<file path="src/rtl/adc_spi_capture.sv">
// Serial capture front end for a multi-channel SPI ADC: a conversion strobe
// followed by one frame of sck bits, with per-channel gap bits dropped.
module adc_spi_capture #(
  parameter int DATA_W   = 14,
  parameter int CH_N     = 2,
  parameter int GAP_BITS = 2,
  parameter int SCK_DIV  = 2
) (
  input  logic                     clock,
  input  logic                     reset,
  input  logic                     clockenable,
  input  logic                     miso,
  output logic                     adconv,
  output logic                     sck,
  output logic [CH_N*DATA_W-1:0]   datos,
  output logic                     ready,
  output logic                     busy,
  output logic                     overrun
);

  localparam int CH_BITS    = GAP_BITS + DATA_W;
  localparam int FRAME_BITS = CH_N * CH_BITS;
  localparam int CYC_W      = $clog2(2 * SCK_DIV + 1);
  localparam int BIT_W      = $clog2(FRAME_BITS + 1);

  localparam logic [CYC_W-1:0] CYC_LAST = CYC_W'(2 * SCK_DIV - 1);
  localparam logic [CYC_W-1:0] SCK_RISE = CYC_W'(SCK_DIV);
  localparam logic [BIT_W-1:0] BIT_LAST = BIT_W'(FRAME_BITS - 1);

  typedef enum logic [1:0] {IDLE, CONV, SHIFT, DONE} state_t;

  state_t                   state_q, state_d;
  logic [CYC_W-1:0]         cyc_q, cyc_d;
  logic [BIT_W-1:0]         bit_q, bit_d;
  logic [FRAME_BITS-1:0]    shift_q, shift_d;
  logic [CH_N*DATA_W-1:0]   datos_q, datos_d;
  logic                     ce_prev_q, ce_prev_d;
  logic                     overrun_q, overrun_d;

  logic ce_rise;
  logic cyc_last;
  logic bit_last;

  assign ce_rise  = clockenable & ~ce_prev_q;
  assign cyc_last = (cyc_q == CYC_LAST);
  assign bit_last = (bit_q == BIT_LAST);

  always_ff @(posedge clock or posedge reset) begin
    if (reset) begin
      state_q   <= IDLE;
      cyc_q     <= '0;
      bit_q     <= '0;
      shift_q   <= '0;
      datos_q   <= '0;
      ce_prev_q <= 1'b0;
      overrun_q <= 1'b0;
    end else begin
      state_q   <= state_d;
      cyc_q     <= cyc_d;
      bit_q     <= bit_d;
      shift_q   <= shift_d;
      datos_q   <= datos_d;
      ce_prev_q <= ce_prev_d;
      overrun_q <= overrun_d;
    end
  end

  always_comb begin
    state_d = state_q;
    case (state_q)
      IDLE:    if (ce_rise) state_d = CONV;
      CONV:    if (cyc_last) state_d = SHIFT;
      SHIFT:   if (cyc_last && bit_last) state_d = DONE;
      DONE:    state_d = IDLE;
      default: state_d = IDLE;
    endcase
  end

  // The first channel received sits in the top slot of the shift register;
  // each slot holds its gap bits above the data, so only the low DATA_W bits
  // of a slot are copied out. shift_d is used so a last bit sampled on the
  // final edge of the frame is already included.
  always_comb begin
    cyc_d     = '0;
    bit_d     = bit_q;
    shift_d   = shift_q;
    datos_d   = datos_q;
    ce_prev_d = clockenable;
    overrun_d = ce_rise && (state_q != IDLE);

    if ((state_q == CONV) || (state_q == SHIFT)) begin
      cyc_d = cyc_last ? '0 : cyc_q + CYC_W'(1);
    end

    if (state_q != SHIFT) begin
      bit_d = '0;
    end else if (cyc_last) begin
      bit_d = bit_q + BIT_W'(1);
    end

    if ((state_q == SHIFT) && (cyc_q == SCK_RISE)) begin
      shift_d = {shift_q[FRAME_BITS-2:0], miso};
    end

    if ((state_q == SHIFT) && cyc_last && bit_last) begin
      for (int k = 0; k < CH_N; k++) begin
        datos_d[k*DATA_W +: DATA_W] = shift_d[(CH_N-1-k)*CH_BITS +: DATA_W];
      end
    end
  end

  always_comb begin
    adconv  = (state_q == CONV);
    sck     = (state_q == SHIFT) && (cyc_q >= SCK_RISE);
    ready   = (state_q == DONE);
    busy    = (state_q != IDLE);
    datos   = datos_q;
    overrun = overrun_q;
  end

endmodule

</file>
<file path="config.mk">
export PLATFORM = sky130hd
export DESIGN_NAME = adc_spi_capture
export DESIGN_NICKNAME = d
export VERILOG_FILES = /design/src/rtl/adc_spi_capture.sv
export SDC_FILE = /design/constraint.sdc
export NUM_CORES = 1
export LEC_CHECK = 0
export ABC_AREA = 1
export CORE_AREA = 2 2 92 94
export CTS_CLUSTER_DIAMETER = 100
export CTS_CLUSTER_SIZE = 16
export DETAILED_ROUTE_END_ITERATION = 8
export DIE_AREA = 0 0 94 96
export HOLD_SLACK_MARGIN = 0.06
export PLACE_DENSITY = 0.61
export SYNTH_ARGS = -nofsm -noshare
export SYNTH_HDL_FRONTEND = slang
export SYNTH_SLANG_ARGS = --single-unit
</file>
<file path="constraint.sdc">
create_clock -name clock -period 5.4 [get_ports clock]
set_input_delay 1.08 -clock clock [delete_from_list [all_inputs] [get_ports clock]]
set_output_delay 1.08 -clock clock [all_outputs]
set_load 0.005 [all_outputs]
</file>
=== After elaboration in Yosys (flattened, before gate mapping) ===
Index checks and enable logic that the tools add are counted.

* Register bits: 71
* Input port bits: 4
* Output and inout port bits: 33
* Logic and storage cells: 43

* $add $sub $neg: 2
* $lt $le $gt $ge: 1
* Equal/unequal tests: 10
* Multiplexer cells: 9
* Bitwise logic cells: 2
* Reductions and logical operators: 11

{| class="wikitable"
|+ Operator list
! operator !! count
|-
| 2-to-1 mux 30 bit || 1
|-
| 2-to-1 mux 6 bit || 2
|-
| one-hot mux 2 bit (4 select lines) || 1
|-
| adder 6 x 1 -> 6 bit (second input constant) || 1
|-
| equality test 3 x 2 -> 1 bit (second input constant) || 2
|-
| equality test 6 x 5 -> 1 bit (second input constant) || 1
|-
| logical AND 1 bit || 6
|-
| 2-to-1 mux 2 bit || 3
|-
| 2-to-1 mux 3 bit || 2
|-
| inequality test 2 bit (second input constant) || 3
|-
| equality test 2 bit (second input constant) || 2
|-
| nonzero test 2 bit || 2
|-
| adder 3 x 1 -> 3 bit (second input constant) || 1
|-
| >= comparator 3 x 2 -> 1 bit (second input constant) || 1
|-
| AND reduction 3 bit || 1
|-
| equality test 2 x 1 -> 1 bit (second input constant) || 1
|-
| zero test 2 bit || 1
|-
| inequality test 2 x 1 -> 1 bit (second input constant) || 1
|-
| AND 1 bit || 1
|-
| logical OR 1 bit || 1
|-
| inverter 1 bit || 1
|}

=== Depth between registers and ports, before layout ===
* Depth after elaboration: 4
* Mapped depth: 9
* Mapped depth without buffers: 8

=== Least setup slack after synthesis ===
Ideal clock, no wire load.

* Path kind: register to output
* From: register state_q[0]
* To: output port sck
* Arrival: 929 ps
* Slack: 3391 ps
* Stages on the path, launching flop included: 6
* Buffers on the path: 1
* Cells stage by stage: dfrtp_1 -> inv_1 -> ha_1 -> buf_4 -> inv_1 -> a21oi_1

* Cells in the longest elaborated chain, start to end: 2

{| class="wikitable"
|+ Ends and longest elaborated chain
! element !! RTL line !! text
|-
| start, declared || 32 || <nowiki>state_t state_q, state_d;</nowiki>
|-
| start signal, assigned || 58 || <nowiki>state_q <= state_d;</nowiki>
|-
| equality test 2 bit || 114 || <nowiki>sck = (state_q == SHIFT) && (cyc_q >= SCK_RISE);</nowiki>
|-
| logical AND 1 bit || 114 ||
|-
| end, declared || 14 || <nowiki>output logic sck,</nowiki>
|}

Every way passes these cells.

=== Worst setup path in the final report ===
Ends and elaborated chain as after synthesis.

==> impl_metrics.tcl <==
set metrics [dict create \
    cp.arrival_ns 1.99 \
    die_w_um 94 \
    ant_nets 0 \
    start_kind "flip-flop" \
    min_period_ns 3.07 \
    setup_viol 0 \
    cts.sinks 71 \
    num_antenna_cells 0 \
    holdWs_ns 0.468 \
    drtIter0Drc 54 \
    nFillCells 810 \
    synth_fp_nets 339 \
    nets 375 \
    grt_first_pass_wirelength_um 8690 \
    clockBufferDepth 2 \
    initial_core_util_pct 38.6 \
    dr_total_vias 2086 \
    place_ws_ns 2.68 \
    slew_headroom_pct 31.2 \
    gr-total-overflow 0 \
    crit_chain "inv_1 > ha_1 > inv_1 > a21oi_1 > clkdlybuf4s50_1" \
    required_ns 4.32 \
    yosysWarnings 0 \
    cts_buffers 9 \
    tightest_slew_ns 1.03 \
    path_clk_slew_ns 0.07 \
    wl_per_cell_um 10.5 \
    die_y_um 96 \
    netlist_area_um2 3110 \
    synth-seq-cells 71 \
    areaGrowthSynthToFinish_pct 19.8 \
    worst-path-buf-inv 3 \
    worstPathMaxFanout 9 \
    fmax_mhz 325 \
    setup_ws_ns 2.33 \
    endpoint_kind "output pin" \
    syn_area_per_cell_um2 9.47 \
    maxCapViolCount 0 \
    fin_worst_skew_ns 0.00689 \
    cts_setup_buffers 0 \
    viasPerCell 4.40 \
    status "complete, no violations" \
    hpwlAfterDp_um 3410 \
    yosys.cell_types.count 21 \
    critPathMostFrequentCell "inv_1" \
    h-tree-depth 3 \
    grt_pass1_vias 1966 \
    first_pass_iters 4 \
    slowest_stage "clkdlybuf4s50_1" \
    coreArea_um2 8050 \
    vdd_drop_max_mv 0.170 \
    rows 33 \
    rsz0062_at_grt "no" \
    powerDensity_nw_per_um2 335 \
    cp_top_family "buffers and inverters" \
    period_share_pct 56.9 \
    critPathMaxStageDelay_ns 0.52 \
    drive_above_1_share_pct 17.3 \
    grt_max_degree 61 \
    ys_seq_area_share_pct 57.2 \
    place.gp.congestion 0.762 \
    drc_errors 0 \
    cts_tree "yes" \
    synth_cells 328 \
    critPathKind "reg -> out" \
    holdBufCountCts 0 \
    final_cell_mix "dfrtp_1, inv_1, nand2_1" \
    finalMaxSlewViolations 0 \
    power_mw 1.25 \
    routed_wirelength_um 4960 \
    track_usage_pct 12.3 \
    ios 37 \
    antenna_found_initial 0 \
    clock_latency_ns 0.33 \
    io_buffers 36 \
    post_cts_resize_count 0 \
    p_leak_nw 1.65 \
    cts_root_buf "clkbuf_8" \
    hold_viol 0 \
    final_common_cell "dfrtp_1" \
    fin_setup_tns_ns 0 \
    hp-class "reg -> reg" \
    die-area_um2 9020 \
]
-- worst paths after layout --
kind | from | to | slack [ns] | depth (start not counted)
setup / recovery | state_q[0] | sck | 2.33 | 5
hold / removal | cyc_q[0] | cyc_q[0] | 0.47 | 1
setup reg to reg | state_q[0] | datos[0] | 2.88 | 6
hold reg to reg | cyc_q[0] | cyc_q[0] | 0.47 | 1
max in group asynchronous | reset | datos[12] | 3.24 | 3
min in group asynchronous | reset | shift_q[19] | 1.30 | 2
-- logic make-up after synthesis --
logic type	after synthesis	share of synthesized area, %
simple gates	99	14.8
flops	71	57.2
fa+ha+maj	7	2.82
compound gates	67	13.2
buf+inv	84	12.0
-- power by group --
group	switching, mW	internal [mW]
combinational	0.133	0.0824
clock	0.182	0.250
sequential	0.0252	0.574
total	0.339	0.907
-- flip-flops by register name, indices dropped and copies added (netlist names) --
signal     count
state_q        2
cyc_q          3
shift_q       30
datos         28
overrun        1
ce_prev_q      1
bit_q          6
-- stage by stage --
step / utilization, % / cells / area (µm²)
global route: 46.2 / 474 / 3720
finish: 46.2 / 474 / 3720
detailed placement: 43.6 / 458 / 3510
global placement: 43.6 / 458 / 3510
CTS: 46.2 / 474 / 3720
floorplan: - / 328 / 3110
-- routing by layer --
| layer | GRT usage (%) | routed length [µm] |
|---|---|---|
| met5 | 0 | 0 |
| met4 | 5.80 | 44 |
| met3 | 2.35 | 117 |
| met2 | 19.9 | 2430 |
| met1 | 15.9 | 2370 |
-- cells in the mapped netlist (all sizes together) --
library cell	count	area, µm²
buf	13	106
inv	71	267
o21ai	62	385
nand3	6	35.0
nor2	11	48.8
nand4	2	12.5
ha	7	87.6
nand2	76	338
a21oi	5	25.0
nor3	4	25.0
dfrtp	71	1780
-- final cells by class --
class / instances / area (µm²) / area share [%]
Clock buffer: 13 / 169 / 4.54
Clock inverter: 3 / 40.0 / 1.08
Inverter: 71 / 267 / 7.16
Multi-Input combinational cell: 173 / 963 / 25.9
Sequential cell: 71 / 1780 / 47.7
Tap cell: 105 / 131 / 3.53
Timing Repair Buffer: 38 / 375 / 10.1
No activity file was read; power rests on OpenSTA's default activity.
